### src/rtl/apb_mm_regs.sv
// APB register front-end for the matrix-multiplier core: control/status registers
// plus operand and result FIFOs, with bounded pready stalling on FIFO full/empty.
module apb_mm_regs #(
    parameter int FIFO_DEPTH = 8,
    parameter int WAIT_MAX   = 16
) (
    input  logic        pclk,
    input  logic        preset_n,
    input  logic [2:0]  paddr,
    input  logic        psel,
    input  logic        penable,
    input  logic        pwrite,
    input  logic [15:0] pwdata,
    output logic        pready,
    output logic [15:0] prdata,
    output logic        start,
    output logic [11:0] dim,
    input  logic        core_busy,
    input  logic        core_done,
    output logic        in_valid,
    output logic [15:0] in_data,
    input  logic        in_ready,
    input  logic        out_valid,
    input  logic [15:0] out_data,
    output logic        out_ready,
    output logic        irq
);
    localparam int AW = $clog2(FIFO_DEPTH);
    localparam int LW = $clog2(FIFO_DEPTH + 1);
    localparam int CW = $clog2(WAIT_MAX + 1);

    localparam logic [2:0] A_CTRL   = 3'd0;
    localparam logic [2:0] A_STATUS = 3'd1;
    localparam logic [2:0] A_DIM    = 3'd2;
    localparam logic [2:0] A_IN     = 3'd3;
    localparam logic [2:0] A_OUT    = 3'd4;
    localparam logic [2:0] A_IRQEN  = 3'd5;

    logic [15:0]   in_mem_q  [FIFO_DEPTH];
    logic [15:0]   in_mem_d  [FIFO_DEPTH];
    logic [15:0]   out_mem_q [FIFO_DEPTH];
    logic [15:0]   out_mem_d [FIFO_DEPTH];
    logic [AW-1:0] in_wr_q, in_wr_d, in_rd_q, in_rd_d;
    logic [AW-1:0] out_wr_q, out_wr_d, out_rd_q, out_rd_d;
    logic [LW-1:0] in_lvl_q, in_lvl_d, out_lvl_q, out_lvl_d;
    logic [CW-1:0] wait_q, wait_d;
    logic [11:0]   dim_q, dim_d;
    logic          irq_en_q, irq_en_d;
    logic          done_q, done_d;
    logic          terr_q, terr_d;
    logic          start_q, start_d;
    logic          irq_q, irq_d;

    logic        access, commit, wr_commit, stall, timed_out, to_evt, w1c;
    logic        in_full, in_empty, out_full, out_empty;
    logic        in_push, in_pop, out_push, out_pop, soft_clr;
    logic [15:0] status;

    // Core-side handshakes are plain valid/ready: a word moves on any edge where
    // both are high; in_valid/out_ready depend only on registered FIFO levels.
    assign in_full   = (in_lvl_q == LW'(FIFO_DEPTH));
    assign in_empty  = (in_lvl_q == '0);
    assign out_full  = (out_lvl_q == LW'(FIFO_DEPTH));
    assign out_empty = (out_lvl_q == '0);
    assign in_valid  = ~in_empty;
    assign in_data   = in_mem_q[in_rd_q];
    assign out_ready = ~out_full;
    assign start     = start_q;
    assign dim       = dim_q;
    assign irq       = irq_q;
    assign status    = {11'b0, terr_q, out_empty, in_full, done_q, core_busy};

    always_comb begin
        access    = psel & penable;
        stall     = access & ((pwrite & (paddr == A_IN) & in_full) |
                              (~pwrite & (paddr == A_OUT) & out_empty));
        timed_out = (wait_q == CW'(WAIT_MAX));
        pready    = ~(stall & ~timed_out);
        commit    = access & pready;
        to_evt    = commit & stall;
        wr_commit = commit & pwrite;
        w1c       = wr_commit & (paddr == A_STATUS);

        prdata = '0;
        if (access & ~pwrite) begin
            case (paddr)
                A_STATUS: prdata = status;
                A_DIM:    prdata = {4'b0, dim_q};
                A_OUT:    prdata = out_empty ? 16'hDEAD : out_mem_q[out_rd_q];
                A_IRQEN:  prdata = {15'b0, irq_en_q};
                default:  prdata = '0;
            endcase
        end
    end

    always_comb begin
        in_push  = wr_commit & (paddr == A_IN) & ~in_full;
        in_pop   = ~in_empty & in_ready;
        out_push = out_valid & ~out_full;
        out_pop  = commit & ~pwrite & (paddr == A_OUT) & ~out_empty;
        soft_clr = wr_commit & (paddr == A_CTRL) & pwdata[1];

        in_mem_d = in_mem_q;
        if (in_push) in_mem_d[in_wr_q] = pwdata;
        in_wr_d  = in_wr_q + AW'(in_push);
        in_rd_d  = in_rd_q + AW'(in_pop);
        in_lvl_d = in_lvl_q + LW'(in_push) - LW'(in_pop);

        out_mem_d = out_mem_q;
        if (out_push) out_mem_d[out_wr_q] = out_data;
        out_wr_d  = out_wr_q + AW'(out_push);
        out_rd_d  = out_rd_q + AW'(out_pop);
        out_lvl_d = out_lvl_q + LW'(out_push) - LW'(out_pop);

        // Clear overrides any push/pop landing on the same edge.
        if (soft_clr) begin
            in_wr_d   = '0;
            in_rd_d   = '0;
            in_lvl_d  = '0;
            out_wr_d  = '0;
            out_rd_d  = '0;
            out_lvl_d = '0;
        end
    end

    always_comb begin
        wait_d   = commit ? '0 : (access ? wait_q + CW'(1) : wait_q);
        dim_d    = (wr_commit & (paddr == A_DIM)) ? pwdata[11:0] : dim_q;
        irq_en_d = (wr_commit & (paddr == A_IRQEN)) ? pwdata[0] : irq_en_q;
        start_d  = wr_commit & (paddr == A_CTRL) & pwdata[0];
        done_d   = core_done | (done_q & ~(w1c & pwdata[1]));
        terr_d   = to_evt | (terr_q & ~(w1c & pwdata[4]));
        irq_d    = done_q & irq_en_q;
    end

    always_ff @(posedge pclk or negedge preset_n) begin
        if (!preset_n) begin
            for (int i = 0; i < FIFO_DEPTH; i++) begin
                in_mem_q[i]  <= '0;
                out_mem_q[i] <= '0;
            end
            in_wr_q   <= '0;
            in_rd_q   <= '0;
            in_lvl_q  <= '0;
            out_wr_q  <= '0;
            out_rd_q  <= '0;
            out_lvl_q <= '0;
            wait_q    <= '0;
            dim_q     <= '0;
            irq_en_q  <= 1'b0;
            done_q    <= 1'b0;
            terr_q    <= 1'b0;
            start_q   <= 1'b0;
            irq_q     <= 1'b0;
        end else begin
            in_mem_q  <= in_mem_d;
            out_mem_q <= out_mem_d;
            in_wr_q   <= in_wr_d;
            in_rd_q   <= in_rd_d;
            in_lvl_q  <= in_lvl_d;
            out_wr_q  <= out_wr_d;
            out_rd_q  <= out_rd_d;
            out_lvl_q <= out_lvl_d;
            wait_q    <= wait_d;
            dim_q     <= dim_d;
            irq_en_q  <= irq_en_d;
            done_q    <= done_d;
            terr_q    <= terr_d;
            start_q   <= start_d;
            irq_q     <= irq_d;
        end
    end
endmodule

### config.mk
export PLATFORM = sky130hd
export DESIGN_NAME = apb_mm_regs
export DESIGN_NICKNAME = d
export VERILOG_FILES = /design/src/rtl/apb_mm_regs.sv
export SDC_FILE = /design/constraint.sdc
export NUM_CORES = 1
export LEC_CHECK = 0
export ABC_AREA = 1
export BUFFER_PORTS_ARGS = -buffer_cell sky130_fd_sc_hd__clkbuf_2
export CORE_MARGIN = 1
export CORE_UTILIZATION = 60
export CTS_BUF_LIST = sky130_fd_sc_hd__clkbuf_4
export CTS_CLUSTER_SIZE = 16
export DETAILED_ROUTE_END_ITERATION = 7
export PLACE_DENSITY = 0.79
export SYNTH_ARGS = -nofsm -noshare
export SYNTH_HDL_FRONTEND = slang
export SYNTH_SLANG_ARGS = --single-unit
### constraint.sdc
create_clock -name pclk -period 4.07 [get_ports pclk]
set_clock_uncertainty 0.2 [all_clocks]
set_input_delay 0.814 -clock pclk [delete_from_list [all_inputs] [get_ports pclk]]
set_output_delay 0.814 -clock pclk [all_outputs]
set_load 0.005 [all_outputs]
[Word-level counts from Yosys, hierarchy flattened]
Index checks and enable logic that the tools add are counted.
Cells by class
  bitwise logic cells: 45
  eq/ne operators: 8
  add/sub/neg operators: 9
  shifts and indexed selects: 0
  divide/modulo/power cells: 0
  reduce and logical (&&, ||, !) cells: 6
  $mul: 0
  magnitude comparators: 6
  mux-type cells: 23
Operator list (count)
  $bwmux 128: 2
  $mux 16: 8
  $bmux 16 s3: 2
  $demux 16 s3: 2
  $pmux 16 s4: 1
  $and 1x1->1: 29
  $ge 4x4->1 const B: 4
  $not 3->4: 4
  $add 3x1->3: 4
  $mux 3: 4
  $mux 5: 2
  $not 1->1: 9
  $add 4x1->4: 2
  $eq 4x4->1 const B: 2
  $logic_not 4->1: 2
  $lt 4x1->1 const B: 2
  $mux 4: 2
  $sub 4x1->4: 2
  $eq 3x2->1 const B: 2
  $eq 3x3->1 const B: 2
  $add 5x1->5 const B: 1
  $eq 5x5->1 const B: 1
  $eq 3x1->1 const B: 1
  $logic_not 3->1: 1
  3 further kinds: 6
Storage, ports and cells
  bits in latches: 0
  flip-flop bits (word level): 298
  RAM bits: 0
  logic and storage cells: 126
  bits of input ports: 44
  memories kept: 0
  ROM bits: 0

[Longest topological paths before layout]
  word-level depth: 14
  depth in mapped cells: 16
  depth with buffers taken out: 15

[Worst setup path after synthesis]
No wires, ideal clock.
  kind: input -> register
  start: in paddr[1]
  end: reg in_lvl_q[1]
  buffers on the path: 1
  required time: 3750 ps
  data arrival time: 2714 ps
  stages: 14
  setup slack: 1036 ps
  setup time: 120 ps
  cells stage by stage: nor2_1 -> nand2_2 -> nor2_1 -> nand2_1 -> nand2_2 -> nand2_4 -> nand4_1 -> clkbuf_1 -> ha_1 -> inv_1 -> ha_1 -> fa_1 -> inv_1 -> nor2_1
Between the ends
  word-level cells in the longest chain between the ends: 14
  elaborated cells between the ends (all ways): 20
  classes of those cells: add/sub (2); eq/ne (2); mux (1); bitwise (14); reduce/logical (1)
Ends and longest elaborated chain
  from (decl): RTL line 9  | input logic [2:0] paddr,
  $eq 3x2->1 / $eq 3x3->1 (equally long branches): RTL line 75, 76
  $and 1x1->1 (on tied branches) (2 in a row): RTL line 75, 76
  $or 1x1->1 *: RTL line 75  | stall = access & ((pwrite & (paddr == A_IN) & in_full) |
  $and 1x1->1 *: RTL line 75
  $and 1x1->1 *: RTL line 78  | pready = ~(stall & ~timed_out);
  $not 1->1 *: RTL line 78
  via pready: RTL line 14  | output logic pready,
  $and 1x1->1 *: RTL line 79  | commit = access & pready;
  $and 1x1->1 *: RTL line 81  | wr_commit = commit & pwrite;
  $and 1x1->1 (2 in a row): RTL line 97  | in_push = wr_commit & (paddr == A_IN) & ~in_full;
  $add 4x1->4: RTL line 107  | in_lvl_d = in_lvl_q + LW'(in_push) - LW'(in_pop);
  $sub 4x1->4: RTL line 107
  $mux 4 *: RTL line 116  | if (soft_clr) begin
  via in_lvl_d[1]: RTL line 45  | logic [LW-1:0] in_lvl_q, in_lvl_d, out_lvl_q, out_lvl_d;
  to (signal assigned): RTL line 160  | in_lvl_q <= in_lvl_d;
  to (decl): RTL line 45
Mark *: on every way through the listed nets, which the timed path passes. The rest lies on a longest branch.
A chain may end at the register's enable or synchronous reset.

[Final worst setup path]
  start: reg in_rd_q[0]
  end: out in_data[3]
Between the ends
  word-level cells in the longest chain between the ends: 4
Ends and longest elaborated chain
  from (decl): RTL line 43  | logic [AW-1:0] in_wr_q, in_wr_d, in_rd_q, in_rd_d;
  from (signal assigned): RTL line 159  | in_rd_q <= in_rd_d;
  $not 3->4 (implied by the code): RTL line 66  | assign in_data = in_mem_q[in_rd_q];
  $bmux 16 s3: RTL line 66
  $mux 16 (implied by the code) (2 in a row): RTL line 66
  to (decl): RTL line 21  | output logic [15:0] in_data,
No other way between the ends. The select of a mux whose other input is x is not followed.

==> metrics.txt <==
status completed; Post-CTS Setup Inserts 0; Mapped Avg Cell Area 8.02 µm²; WL final 41.2 mm; die width 161 µm; Distinct cells, synth 40; Leak Pwr 8.25 nW; CTS Hold Buffers Added 1; CP Data Arrival Time 2.64 ns; Post-Synthesis Cells 1898; CP endpoint kind primary output; H-tree levels 3; CTS Root Cell clkbuf_4; PwrDens 644 nW/µm²; clock buffer depth 3; Finished Layout Cells 2360; Num CTS Buffers 80; Antenna Nets Post-Route 0; slowest CP cell inv_2; Setup crit start kind flip-flop; Hold Vio Cnt, Final 0; Rel. slew slack 40.4%; placed wire-length estimate 24.4 mm; setup TNS 0 ns; GR Util All Layers 32.8%; fin crit share 89.8%; Post-synth EDFFs 0; share of cells above drive strength 1 14.2%; CP Data Required Time 3.06 ns; maximum VDD drop 414 µV; CTS resizes 0; initial antenna violation count 5; cell area after synthesis 15200 µm²; worst hold path class input port to flip-flop; Fin Hold WS 0.131 ns; most frequent cells in the layout nand2_1 (430), dfrtp_1 (296), nand3_1 (225), o21ai_0 (216), inv_1 (212); clk sink count 298; combinational fraction of design power 36.6%; placeable core region 24600 µm²; Internal 6.51 mW; via count 13600; WL per Instance 17.4 µm; Area Growth Syn to Fin 11.1%; clock share of power 24.4%; synth warn 0; max-cap viol count 0; Net Sw Power 4.38 mW; Synthesized Nets 1966; drt first pass iters 5; drt drc 0; Die Y 161 µm; vias in the first global route 13100; vias per cell 5.76; largest net degree at the start of global routing 129; I/O pins 93; clock transition at the registers of the reported paths 0.07 ns; initial core utilization 61.9%; RSZ-0062 raised after global routing no; global-route wire length before repair 67.2 mm; global route total overflow 0; # setup viols final 0; dpl cells 2215; commonest non-fill, non-tap cell in the layout nand2_1; Async S/R FF share, synth 100%; Iter 0 DRT Violations 1413; Final Critical Period 3.66 ns; routability cong. 0.885; CTS tree built; switch share 40.2%; Cell Rows 57; CP cell instances inv_2 > buf_4 > o21ai_0 > a31oi_1 > clkbuf_2; worst slew pin tran 0.893 ns; Crit Path Max Fanout 51; critical path class flip-flop to primary output; sequential share of the synthesized area 49.0%; Synth Flop Type dfrtp_1; FMAX 0.273 GHz; port buffer count 92; #FFs+latches synth 298; FILL cells 2020; max-slew violation count 0; Flop pwr share 39.0%; clk_lat worst skew 0.70 ns; CP max stage delay 0.61 ns; Die ar. 26000 µm²; Power, Total 10.9 mW; Nets 2042
-- Yosys cell counts, types with 7 or more instances --
library cell  count  area share [%]
nor3_2            9            0.59
o21ai_0         216             7.1
nand3_1         225             7.4
a31oi_1          19            0.78
clkbuf_1         97             2.4
a21oi_1          77             2.5
ha_1             22             1.8
dfrtp_1         298              49
xnor2_1           7            0.40
nand4_1          12            0.49
nor2_1           58             1.4
nand2_1         430              11
o22ai_1           7            0.29
buf_2            20            0.66
o21bai_1        130             6.4
inv_1           212             5.2
buf_4            14            0.69
-- critical path, delay by kind of cell, from the launching register on --
family / cells / cell delay [ns]
compound gates: 2 / 0.41
flops: 1 / 0.41
buf+inv: 3 / 1.13
-- per-layer routing --
layer | vias to the layer above | wire length (µm) | GRT usage [%]
li1 | 6384 | - | -
met1 | 6461 | 17500 | 46.1
met2 | 654 | 18400 | 49.0
met3 | 86 | 4360 | 9.01
met4 | 2 | 923 | 11.9
met5 | - | 13 | 0
-- final cells by class --
type | count | area [µm²] | share of cell area (%)
inverter | 219 | 822 | 4.86
antenna | 2 | 5.00 | 0.0296
sequential | 298 | 7460 | 44.1
multi-input combinational | 1242 | 6340 | 37.5
clock buffer | 124 | 931 | 5.50
timing repair buffer | 133 | 856 | 5.06
tap | 324 | 405 | 2.40
clock inverter | 18 | 98.8 | 0.584
-- final timing paths --
| path | startpoint | to | slack (ns) | cells after the start |
|---|---|---|---|---|
| max | in_rd_q[0] | in_data[3] | 0.41 | 5 |
| min | core_done | done_q | 0.13 | 3 |
| max reg2reg | out_lvl_q[2] | in_lvl_q[2] | 1.01 | 15 |
| min reg2reg | out_mem_q[56] | out_mem_q[56] | 0.28 | 2 |
| max in group asynchronous | preset_n | out_mem_q[51] | 2.26 | 3 |
| min in group asynchronous | preset_n | wait_q[1] | 0.48 | 2 |
-- cell families (layout without fill, tap and decap cells) --
kind of cell             Yosys count  in the layout  share of synthesized area (%)
AND/OR/NAND/NOR                  747            747                           21.2
AO/OA/AOI/OAI                    461            461                           17.8
buffers and inverters            358            494                           9.42
flip-flops                       298            298                           49.0
adder cells (fa/ha/maj)           24             24                           2.07
XOR/XNOR                          10             10                          0.575
other                              0              2                              0
-- flip-flops by register name, indices dropped and copies added, names as in the netlist, 3 cells and up --
name       cells
in_lvl_q       4
out_wr_q       3
dim           12
out_mem_q    128
in_wr_q        3
wait_q         5
in_mem_q     128
in_rd_q        3
out_rd_q       3
out_lvl_q      4
-- metrics by stage --
step | area [µm²] | utilization [%] | worst slack [ns]
after floorplan | 15200 | - | 1.04
after global placement | 15900 | 64.5 | 0.791
after detailed placement | 15900 | 64.5 | 0.781
after CTS | 16900 | 68.7 | 0.411
after global routing | 16900 | 68.7 | 0.277
final | 16900 | 68.7 | 0.413
-- power groups by stage --
stage	Combinational, mW	Sequential [mW]	Clock, mW
after global placement	3.79	4.24	0
final	3.99	4.25	2.66
after CTS	3.94	4.23	2.71
after global routing	4.48	4.34	2.88
after floorplan	2.73	4.16	0
after detailed placement	3.92	4.28	0
(Power assumes the default switching activity.)
